===== config.mk =====
export PLATFORM = sky130hd
export DESIGN_NAME = scroll_display_ctrl
export DESIGN_NICKNAME = d
export VERILOG_FILES = /design/src/rtl/atm_pkg.sv /design/src/rtl/char_to_seg.sv /design/src/rtl/scroll_display_ctrl.sv
export SDC_FILE = /design/constraint.sdc
export NUM_CORES = 1
export LEC_CHECK = 0
export ABC_AREA = 1
export BUFFER_PORTS_ARGS = -buffer_cell sky130_fd_sc_hd__buf_2
export CAP_MARGIN = 20
export CORE_MARGIN = 10
export CORE_UTILIZATION = 40
export CTS_BUF_LIST = sky130_fd_sc_hd__clkbuf_2 sky130_fd_sc_hd__clkbuf_4 sky130_fd_sc_hd__clkbuf_8
export DETAILED_ROUTE_END_ITERATION = 10
export PLACE_DENSITY = 0.6
export SLEW_MARGIN = 20
export SYNTH_ARGS = -nofsm -noshare
export SYNTH_HDL_FRONTEND = slang
export SYNTH_SLANG_ARGS = --single-unit

===== constraint.sdc =====
create_clock -name clk -period 7.7 [get_ports clk]
set_clock_uncertainty 0.2 [all_clocks]
set_input_delay 0.77 -clock clk [delete_from_list [all_inputs] [get_ports clk]]
set_output_delay 0.77 -clock clk [all_outputs]
set_load 0.005 [all_outputs]

===== src/rtl/atm_pkg.sv =====
// Shared ATM definitions: one-hot controller states, message IDs, character codes
// and the state-to-message map used by the display scheduler.
package atm_pkg;

    localparam logic [15:0] ST_WELCOME                   = 16'h0001;
    localparam logic [15:0] ST_MENU                      = 16'h0002;
    localparam logic [15:0] ST_ACC_NUM                   = 16'h0004;
    localparam logic [15:0] ST_PIN_INPUT                 = 16'h0008;
    localparam logic [15:0] ST_TRANSFER                  = 16'h0010;
    localparam logic [15:0] ST_WITHDRAW                  = 16'h0020;
    localparam logic [15:0] ST_SELECT_AMOUNT_WITHDRAW    = 16'h0040;
    localparam logic [15:0] ST_SELECT_AMOUNT_TRANSFER    = 16'h0080;
    localparam logic [15:0] ST_CONVERT_CURRENCY          = 16'h0100;
    localparam logic [15:0] ST_SELECT_CURRENCY_CONVERT_1 = 16'h0200;
    localparam logic [15:0] ST_SELECT_CURRENCY_CONVERT_2 = 16'h0400;
    localparam logic [15:0] ST_SELECT_CURRENCY_TRANSFER  = 16'h0800;
    localparam logic [15:0] ST_ERROR                     = 16'h1000;
    localparam logic [15:0] ST_SUCCESS                   = 16'h2000;
    localparam logic [15:0] ST_BALANCE                   = 16'h4000;
    localparam logic [15:0] ST_LOGOUT                    = 16'h8000;

    localparam logic [2:0] MSG_BLANK    = 3'd0;
    localparam logic [2:0] MSG_ACCOUNT  = 3'd1;
    localparam logic [2:0] MSG_PIN      = 3'd2;
    localparam logic [2:0] MSG_AMOUNT   = 3'd3;
    localparam logic [2:0] MSG_CURRENCY = 3'd4;
    localparam logic [2:0] MSG_ERROR    = 3'd5;
    localparam logic [2:0] MSG_SUCCESS  = 3'd6;

    localparam logic [4:0] CHAR_BLANK = 5'd0;
    localparam logic [4:0] CHAR_0 = 5'd1,  CHAR_1 = 5'd2,  CHAR_2 = 5'd3,  CHAR_3 = 5'd4;
    localparam logic [4:0] CHAR_4 = 5'd5,  CHAR_5 = 5'd6,  CHAR_6 = 5'd7,  CHAR_7 = 5'd8;
    localparam logic [4:0] CHAR_8 = 5'd9,  CHAR_9 = 5'd10, CHAR_A = 5'd11, CHAR_B = 5'd12;
    localparam logic [4:0] CHAR_C = 5'd13, CHAR_D = 5'd14, CHAR_E = 5'd15, CHAR_F = 5'd16;
    localparam logic [4:0] CHAR_G = 5'd17, CHAR_H = 5'd18, CHAR_I = 5'd19, CHAR_J = 5'd20;
    localparam logic [4:0] CHAR_L = 5'd21, CHAR_N = 5'd22, CHAR_O = 5'd23, CHAR_P = 5'd24;
    localparam logic [4:0] CHAR_R = 5'd25, CHAR_S = 5'd26, CHAR_T = 5'd27, CHAR_U = 5'd28;
    localparam logic [4:0] CHAR_Y = 5'd29, CHAR_Z = 5'd30, CHAR_DASH = 5'd31;

    typedef enum logic [1:0] {
        DSP_IDLE,
        DSP_FETCH,
        DSP_LATCH,
        DSP_HOLD
    } disp_state_e;

    // Zero and multi-hot states fall through to the blank message.
    function automatic logic [2:0] msg_of_state(input logic [15:0] st);
        case (st)
            ST_ACC_NUM, ST_TRANSFER:                            return MSG_ACCOUNT;
            ST_PIN_INPUT:                                       return MSG_PIN;
            ST_WITHDRAW, ST_SELECT_AMOUNT_WITHDRAW,
            ST_SELECT_AMOUNT_TRANSFER, ST_SELECT_CURRENCY_CONVERT_1: return MSG_AMOUNT;
            ST_CONVERT_CURRENCY, ST_SELECT_CURRENCY_CONVERT_2,
            ST_SELECT_CURRENCY_TRANSFER:                        return MSG_CURRENCY;
            ST_ERROR:                                           return MSG_ERROR;
            ST_SUCCESS:                                         return MSG_SUCCESS;
            default:                                            return MSG_BLANK;
        endcase
    endfunction

endpackage


===== src/rtl/char_to_seg.sv =====
// 5-bit character code to active-low seven-segment pattern {g,f,e,d,c,b,a}.
module char_to_seg
    import atm_pkg::*;
(
    input  logic [4:0] code_i,
    output logic [6:0] seg_o
);

    always_comb begin
        seg_o = 7'h7F;
        case (code_i)
            CHAR_BLANK: seg_o = 7'h7F;
            CHAR_0:     seg_o = 7'h40;
            CHAR_1:     seg_o = 7'h79;
            CHAR_2:     seg_o = 7'h24;
            CHAR_3:     seg_o = 7'h30;
            CHAR_4:     seg_o = 7'h19;
            CHAR_5:     seg_o = 7'h12;
            CHAR_6:     seg_o = 7'h02;
            CHAR_7:     seg_o = 7'h78;
            CHAR_8:     seg_o = 7'h00;
            CHAR_9:     seg_o = 7'h10;
            CHAR_A:     seg_o = 7'h08;
            CHAR_B:     seg_o = 7'h03;
            CHAR_C:     seg_o = 7'h46;
            CHAR_D:     seg_o = 7'h21;
            CHAR_E:     seg_o = 7'h06;
            CHAR_F:     seg_o = 7'h0E;
            CHAR_G:     seg_o = 7'h42;
            CHAR_H:     seg_o = 7'h09;
            CHAR_I:     seg_o = 7'h4F;
            CHAR_J:     seg_o = 7'h61;
            CHAR_L:     seg_o = 7'h47;
            CHAR_N:     seg_o = 7'h2B;
            CHAR_O:     seg_o = 7'h23;
            CHAR_P:     seg_o = 7'h0C;
            CHAR_R:     seg_o = 7'h2F;
            CHAR_S:     seg_o = 7'h12;
            CHAR_T:     seg_o = 7'h07;
            CHAR_U:     seg_o = 7'h41;
            CHAR_Y:     seg_o = 7'h11;
            CHAR_Z:     seg_o = 7'h24;
            CHAR_DASH:  seg_o = 7'h3F;
            default:    seg_o = 7'h7F;
        endcase
    end

endmodule


===== src/rtl/scroll_display_ctrl.sv =====
// Scrolling 8-digit display scheduler: picks the message for the ATM state, fetches
// its characters from an external registered ROM and multiplexes them onto the digits.
module scroll_display_ctrl
    import atm_pkg::*;
#(
    parameter int unsigned SCAN_DIV = 4096,
    parameter int unsigned STEP_DIV = 50_000_000,
    parameter int unsigned MSG_LEN  = 16
) (
    input  logic        clk,
    input  logic        rst,
    input  logic [15:0] state,
    output logic [6:0]  rom_addr,
    input  logic [4:0]  rom_data,
    output logic [7:0]  AN,
    output logic [6:0]  led,
    output logic [2:0]  msg_id
);

    localparam int unsigned HOLD_W   = (SCAN_DIV > 1) ? $clog2(SCAN_DIV) : 1;
    localparam int unsigned STEP_W   = (STEP_DIV > 1) ? $clog2(STEP_DIV) : 1;
    localparam logic [3:0]  IDX_MASK = 4'(MSG_LEN - 1);

    disp_state_e       fsm_q;
    logic [2:0]        msg_id_q;
    logic [3:0]        offset_q;
    logic [2:0]        d_q;
    logic [HOLD_W-1:0] hold_cnt_q;
    logic [STEP_W-1:0] step_cnt_q;
    logic              step_pending_q;
    logic [7:0]        an_q;
    logic [6:0]        led_q;
    logic [6:0]        rom_addr_q;

    logic [2:0] msg_d;
    logic [2:0] d_d;
    logic [3:0] offset_d;
    logic [3:0] fetch_idx;
    logic [6:0] seg;
    logic       step_tc;
    logic       hold_done;
    logic       advance;

    char_to_seg u_char_to_seg (
        .code_i (rom_data),
        .seg_o  (seg)
    );

    always_comb begin
        msg_d     = msg_of_state(state);
        step_tc   = (msg_id_q != '0) && (step_cnt_q == STEP_W'(STEP_DIV - 1));
        hold_done = (hold_cnt_q == HOLD_W'(SCAN_DIV - 1));
        d_d       = d_q + 3'd1;
        // Scroll only at the frame boundary so a frame never mixes two offsets.
        advance   = (d_q == 3'd7) && step_pending_q;
        offset_d  = (offset_q + {3'b000, advance}) & IDX_MASK;
        fetch_idx = (offset_d + {1'b0, d_d}) & IDX_MASK;
    end

    always_ff @(posedge clk) begin
        if (rst) begin
            fsm_q          <= DSP_IDLE;
            msg_id_q       <= '0;
            offset_q       <= '0;
            d_q            <= '0;
            hold_cnt_q     <= '0;
            step_cnt_q     <= '0;
            step_pending_q <= 1'b0;
            an_q           <= '1;
            led_q          <= '1;
            rom_addr_q     <= '0;
        end else begin
            if (msg_id_q != '0) begin
                if (step_tc) begin
                    step_cnt_q     <= '0;
                    step_pending_q <= 1'b1;
                end else begin
                    step_cnt_q <= step_cnt_q + 1'b1;
                end
            end

            if (msg_d != msg_id_q) begin
                msg_id_q       <= msg_d;
                offset_q       <= '0;
                step_cnt_q     <= '0;
                step_pending_q <= 1'b0;
                d_q            <= '0;
                hold_cnt_q     <= '0;
                an_q           <= '1;
                led_q          <= '1;
                rom_addr_q     <= {msg_d, 4'd0};
                fsm_q          <= (msg_d == '0) ? DSP_IDLE : DSP_FETCH;
            end else begin
                case (fsm_q)
                    DSP_IDLE: begin
                        an_q  <= '1;
                        led_q <= '1;
                        if (msg_id_q != '0) begin
                            rom_addr_q <= {msg_id_q, (offset_q + {1'b0, d_q}) & IDX_MASK};
                            fsm_q      <= DSP_FETCH;
                        end
                    end
                    DSP_FETCH: fsm_q <= DSP_LATCH;
                    DSP_LATCH: begin
                        led_q      <= seg;
                        an_q       <= ~(8'h80 >> d_q);
                        hold_cnt_q <= '0;
                        fsm_q      <= DSP_HOLD;
                    end
                    DSP_HOLD: begin
                        if (hold_done) begin
                            d_q        <= d_d;
                            offset_q   <= offset_d;
                            an_q       <= '1;
                            led_q      <= '1;
                            rom_addr_q <= {msg_id_q, fetch_idx};
                            fsm_q      <= DSP_FETCH;
                            // A terminal count landing on this edge stays pending for the next frame.
                            if (advance && !step_tc) step_pending_q <= 1'b0;
                        end else begin
                            hold_cnt_q <= hold_cnt_q + 1'b1;
                        end
                    end
                    default: fsm_q <= DSP_IDLE;
                endcase
            end
        end
    end

    assign AN       = an_q;
    assign led      = led_q;
    assign rom_addr = rom_addr_q;
    assign msg_id   = msg_id_q;

endmodule


==> metrics.txt, run 1 <==
TritonRoute pass-1 iters 5; vias in the first global route 4197; total track usage a little over an eighth; period utilization between 30% and 40%; placed insts 855; HPWL after detailed placement 8.20 mm; Initial Util 40.5%; average wire per standard cell approximately 12 um; Psw 174 uW; slowest stage cell, crit path nor2_2; Cells after Synth between 600 and 700; clk slew on worst S/H paths 0.07 ns; largest net degree at the start of global routing 35; Synth warnings 0; r2r worst-path depth 10; chip width about 130 um; Std-Cell Rows 39; fin nets 774; total gr overflow 0; # hold bufs at CTS 0; cells along the critical path ha_1, nand4_1, nor2_1, nand2_1, nand2_2, inv_1, nor2_2, inv_1, nor3_1, o21ai_0; synthesized area per cell ~6.8 um2; Placed Area ~0.0049 mm2; cell area after synthesis 0.00458 mm2; fillers 1188; worst hold path startpoint led[0]$_SDFFE_PP1P_; Iter 0 DRT Violations 245; Setup crit start kind register; CTS tree yes; Final Non-Filler Cells between 800 and 900; final setup margin between 4 and 5 ns; reg-to-reg startpoint hold_cnt_q[0]$_SDFFE_PP0P_; RSZ-0062 raised after global routing no; CP Max Fanout 16; Seq/Total Area, Yosys a little under a third; GR peak layer met2; initial antenna violation count 0; P per Cell Area 138 mW/mm2; CP most frequent cell inv_1; syn_nets 726; CP Data Arrival Time 2.82 ns; vias per std cell 4.97; detailed-route via count 4308; Hold Path Stages 2; Num CTS Buffers 9; Clock Tree Buf Depth 2; Port Buffers 47; register share of total power around 55%; DRC violations left 0; Switching Fraction approximately 25%; setup bufs post-CTS 0; setup TNS 0 ns; Max Clock Freq 353 MHz; Slew HR 45.4%; type of the most critical hold path reg2reg; crit-path max cell delay about 0.43 ns; Setup Slack @ Placement 4.59 ns; grt met1 use 15.5%; share of cells above drive strength 1 13.5%; most frequent cells in the layout nand2_1 (152), nor2_1 (91), inv_1 (87), dfxtp_1 (73), buf_2 (47); Int Pwr 528 uW; Die Y 127 um; die area 0.0161 mm2; Finished Cell Area 0.00510 mm2; Slew Limit Fails 0; crit end category register; area grow syn2layout 11.5%; first-pass GRT wire length 18.3 mm; Logic pwr share about 8.6%; max-cap viol count 0; clock share of power 36.9%; min cycle time layout 2.83 ns; FF-to-FF End led[3]$_SDFFE_PP1P_; htree depth 3; Final Hold Slack between 0.2 and 0.3 ns; Final ANT Viol Nets 0; Clk Latency, worst-skew pair about 0.35 ns; post-CTS resize count 0; critical path class reg2reg; maximum VDD drop 0.0861 mV; Top-Level Pins 48; number of diodes 0; WP data required 7.69 ns; leading area contributor after synthesis dfxtp_1; final setup vio count 0; top post-synthesis cells by area dfxtp_1 (32%), nand2_1 (12%), nor2_1 (7.5%), inv_1 (7.1%), ha_1 (7.1%); status finished clean; hold path endpoint led[0]$_SDFFE_PP1P_; Hold Vio Cnt, Final 0; gp weighted congestion 0.924; drt total wl 10.6 mm; worst slew pin tran 0.817 ns; clk root buf clkbuf_8; count of cell types in the netlist 42; commonest non-fill, non-tap cell in the layout nand2_1; register bit total from synthesis 73; routing usage on met3 under 10%; static leakage approximately 2.2 nW; flop2flop setup slack 4.87 ns; top-area cell type share of the netlist area a little under a third; core area 0.0113 mm2; # clock sinks 73; met2 usage ~22%
state kept, by name (all words and copies together), names as in the netlist:
name,cells
msg_id,3
offset_q,4
led,7
step_pending_q,1
AN,8
hold_cnt_q,12
fsm_q,2
d_q,3
step_cnt_q,26
rom_addr,7
routing by layer:
layer  vias to the layer above  wire length [um]
met3                        16               560
li1                       2278                 -
met4                         0               184
met1                      1930              4820
met5                         -                 0
met2                        84              5020
synthesized netlist by cell type:
master,count
a31o_2,1
buf_4,1
a21o_1,1
buf_2,3
inv_1,87
nand4_1,15
a21oi_1,35
inv_2,6
clkbuf_1,5
nor2_1,91
nand2_2,7
mux2_2,1
fa_1,2
nand2_1,152
dfxtp_1,73
nand2_4,3
nand3_1,38
nand3b_1,1
nor3_4,1
nor2_2,8
nor3_2,1
o31ai_1,1
xnor2_1,6
o21ai_1,1
a211oi_1,1
o311ai_0,1
o21ai_0,25
nor2_4,1
o221ai_1,1
xor2_1,23
nor2_8,1
a22oi_1,1
o22ai_1,4
a311o_1,1
or2_2,3
o211ai_1,6
nor3_1,23
a31oi_1,3
buf_1,1
nand3_2,6
nor4_1,8
ha_1,26
power by group through the flow:
stage | clock network (mW) | registers (mW) | logic [mW]
after CTS | 0.270 | 0.382 | 0.0609
after detailed placement | 0 | 0.391 | 0.0607
after global routing | 0.284 | 0.383 | 0.0692
after global placement | 0 | 0.391 | 0.0594
after floorplan | 0 | 0.391 | 0.0393
final | 0.259 | 0.383 | 0.0605
layout make-up:
cell class / count / area (um2) / share of cell area [%]
Multi-Input combinational cell: 499 / 2720 / 53.4
Inverter: 93 / 349 / 6.84
Tap cell: 143 / 179 / 3.50
Clock inverter: 1 / 5.00 / 0.0980
Clock buffer: 11 / 151 / 2.97
Sequential cell: 73 / 1460 / 28.6
Timing Repair Buffer: 47 / 235 / 4.61
logic make-up after synthesis:
family                   count (synthesis)  synth area share (%)
AO/OA/AOI/OAI                           82                  10.1
XOR/XNOR                                29                  5.55
adder cells (fa/ha/maj)                 28                  7.98
buffers and inverters                  103                  8.61
flip-flops                              73                  31.9
multiplexers                             1                 0.246
AND/OR/NAND/NOR                        359                  35.7
worst max path at each step:
stage                          startpoint                         end  slack [ns]  cells past startpoint
6_report       hold_cnt_q[0]$_SDFFE_PP0P_         led[3]$_SDFFE_PP1P_        4.87                     10
5_1_grt        hold_cnt_q[0]$_SDFFE_PP0P_         led[3]$_SDFFE_PP1P_        4.47                     10
4_1_cts        hold_cnt_q[0]$_SDFFE_PP0P_         led[3]$_SDFFE_PP1P_        4.85                     10
3_5_place_dp                     state[9]  hold_cnt_q[9]$_SDFFE_PP0P_        4.59                     12
3_3_place_gp                     state[3]  hold_cnt_q[3]$_SDFFE_PP0P_        4.70                     12
2_1_floorplan         d_q[0]$_SDFFE_PP0P_    rom_addr[3]$_SDFFE_PP0P_        5.12                     15
per-stage QoR:
step           util [%]  total power, mW
4_1_cts            45.1            0.713
3_5_place_dp       43.7            0.452
3_3_place_gp       43.7            0.450
5_1_grt            45.1            0.736
2_1_floorplan         -            0.430
6_report           45.1            0.702
critical path: cells and delay by family, from the launching register on:
| family | cells | cell delay [ns] |
|---|---|---|
| flip-flops | 1 | 0.36 |
| buffers and inverters | 2 | 0.47 |
| AO/OA/AOI/OAI | 1 | 0.10 |
| AND/OR/NAND/NOR | 6 | 1.32 |
| adder cells (fa/ha/maj) | 1 | 0.21 |
Note: power is estimated with default switching activity, not from simulation.
==> inputs of run 2 (changes only) <==
==> constraint.sdc (replaced) <==
create_clock -name clk -period 2.81 [get_ports clk]
set_clock_uncertainty 0.2 [all_clocks]
set_input_delay 0.281 -clock clk [delete_from_list [all_inputs] [get_ports clk]]
set_output_delay 0.281 -clock clk [all_outputs]
set_load 0.005 [all_outputs]
==> metrics.txt, run 2 (same netlist as run 1, synthesis figures left out) <==
status finished clean (unchanged); crit end category register (unchanged); CP most frequent cell ha_1 (was inv_1); Initial Util 40.5% (unchanged); vias in the first global route 4218 (was 4197); Logic pwr share 8.4% (was 8.6%); fin nets 783 (was 774); Num CTS Buffers 9 (unchanged); critical path class reg2reg (unchanged); most frequent cells in the layout nand2_1 (152), nor2_1 (91), inv_1 (87), dfxtp_1 (73), buf_2 (47) (unchanged); Setup crit start kind register (unchanged); detailed-route via count 4359 (was 4308); gp weighted congestion 0.910 (was 0.924); Finished Cell Area 0.00525 mm2 (was 0.00510 mm2); max-cap viol count 0 (unchanged); CTS tree yes (unchanged); Top Family by Delay on Critical Path adder cells (was simple AND/OR/NAND/NOR gates); Clk Latency, worst-skew pair 0.35 ns (about the same); CP Data Arrival Time 2.71 ns (was 2.82 ns); WP data required 2.86 ns (was 7.69 ns); initial antenna violation count 0 (unchanged); period utilization 94.6% (was 36.7%); Hold Vio Cnt, Final 0 (unchanged); Clock Tree Buf Depth 2 (unchanged); register share of total power 50.7% (was 54.5%); chip width 127 um (unchanged); slowest stage cell, crit path dfxtp_1 (was nor2_2); fillers 1201 (was 1188); Std-Cell Rows 39 (unchanged); Switching Fraction 25.1% (was 24.8%); DRC violations left 0 (unchanged); Die Y 127 um (unchanged); final setup vio count 0 (unchanged); Port Buffers 47 (unchanged); Max Clock Freq 376 MHz (was 353 MHz); largest net degree at the start of global routing 20 (was 35); total track usage 13.7% (was 13.2%); first-pass GRT wire length 18.9 mm (was 18.3 mm); number of diodes 0 (unchanged); cells along the critical path ha_1, ha_1, nand2_1, inv_1, ha_1, ha_2, xor2_2, ha_4, a21oi_1, o21ai_2, xor2_1, nand2_1, o211ai_1, o21ai_0, nor2_1 (was ha_1, nand4_1, nor2_1, nand2_1, nand2_2, inv_1, nor2_2, inv_1, nor3_1, o21ai_0); Top-Level Pins 48 (unchanged); share of cells above drive strength 1 15.5% (was 13.5%); commonest non-fill, non-tap cell in the layout nand2_1 (unchanged); HPWL after detailed placement 8.36 mm (was 8.20 mm); maximum VDD drop 0.326 mV (was 0.0861 mV); Slew Limit Fails 0 (unchanged); CP bufs+invs 1 (was 2); static leakage 2.24 nW (was 2.18 nW); htree depth 3 (unchanged); min cycle time layout 2.66 ns (was 2.83 ns); clk slew on worst S/H paths 0.08 ns (was 0.07 ns); worst slew pin tran 0.567 ns (was 0.817 ns); Placed Area 0.00501 mm2 (was 0.00495 mm2); setup TNS 0 ns (unchanged); PnR Total Power 2.06 mW (was 702 uW); clk root buf clkbuf_8 (unchanged); crit-path max cell delay 0.32 ns (was 0.43 ns); CP Max Fanout 3 (was 16); # clock sinks 73 (unchanged); die area 0.0161 mm2 (unchanged); Final ANT Viol Nets 0 (unchanged); average wire per standard cell 12.3 um (was 12.2 um); setup bufs post-CTS 0 (unchanged); total gr overflow 0 (unchanged); P per Cell Area 393 mW/mm2 (was 138 mW/mm2); TritonRoute pass-1 iters 4 (was 5); area grow syn2layout 14.5% (was 11.5%); max FFs per register 26 (unchanged); Int Pwr 1.55 mW (was 528 uW); clock share of power 40.9% (was 36.9%); RSZ-0062 raised after global routing no (unchanged); Largest Register step_cnt_q (unchanged); type of the most critical hold path in2reg (was reg2reg); core area 0.0113 mm2 (unchanged); drt total wl 10.9 mm (was 10.6 mm); Slew HR 62.0% (was 45.4%); Final Hold Slack 0.155 ns (was 0.267 ns); Iter 0 DRT Violations 252 (was 245); Psw 518 uW (was 174 uW); vias per std cell 4.95 (was 4.97)
[run 2: cell types whose count changed in the layout (fill, tap and decap cells not counted)]
| cell | previous run | this run |
|---|---|---|
| buf_4 | 0 | 8 |
| bufinv_16 | 0 | 1 |
| clkbuf_4 | 0 | 1 |
| clkbuf_8 | 11 | 10 |
| clkinv_2 | 1 | 2 |
| clkinvlp_4 | 0 | 2 |
| dlygate4sd3_1 | 0 | 1 |
| ha_1 | 26 | 24 |
| ha_2 | 0 | 1 |
| ha_4 | 0 | 1 |
| o21ai_0 | 25 | 24 |
| o21ai_2 | 0 | 1 |
| xor2_1 | 23 | 22 |
| xor2_2 | 0 | 1 |
[run 2: power groups by stage]
stage / Combinational (mW) / Sequential (mW) / Clock (mW)
2_1_floorplan: 0.108 / 1.07 / 0
3_3_place_gp: 0.168 / 1.07 / 0
3_5_place_dp: 0.172 / 1.07 / 0
4_1_cts: 0.174 / 1.05 / 0.879
5_1_grt: 0.198 / 1.05 / 0.915
6_report: 0.173 / 1.05 / 0.844
[run 2: cell type report]
cell class | count | area [um2] | share of cell area, %
clock buffer | 11 | 145 | 2.77
clock inverter | 5 | 55.1 | 1.05
inverter | 93 | 349 | 6.66
multi-input combinational | 499 | 2750 | 52.4
sequential | 73 | 1460 | 27.9
tap | 143 | 179 | 3.41
timing repair buffer | 56 | 305 | 5.82
[run 2: repair_timing]
item	4_1_cts	5_1_grt
endpoints found under the setup margin	0	1
endpoints found under the hold margin	2	0
resized for setup	0	5
hold buffers	1	0
[run 2: metal layers]
layer	wire length, um	global-route usage (%)
met1	5070	16.5
met2	5130	22.8
met3	529	3.43
met4	129	6.03
met5	0	0
[run 2: worst paths after layout]
check	slack (ns)	depth (start not counted)	endpoint	startpoint
worst min-delay path	0.16	4	led[4]$_SDFFE_PP1P_	rom_data[4]
worst max-delay path	0.15	15	rom_addr[3]$_SDFFE_PP0P_	d_q[0]$_SDFFE_PP0P_
worst max register to register	0.15	15	rom_addr[3]$_SDFFE_PP0P_	d_q[0]$_SDFFE_PP0P_
worst min register to register	0.27	2	rom_addr[2]$_SDFFE_PP0P_	rom_addr[2]$_SDFFE_PP0P_
[run 2: through the flow]
step	setup slack [ns]	utilization, %	std cells
after global placement	0.157	44.2	863
after detailed placement	0.0807	44.2	863
after floorplan	0.231	-	675
after CTS	0.0652	46.1	880
after global routing	0.00492	46.3	880
final	0.152	46.3	880
[run 2: worst min-delay path: stages]
cell and delay, ns:
buf_2 0.14, nor2_1 0.11, o31ai_1 0.07, nand3_1 0.07
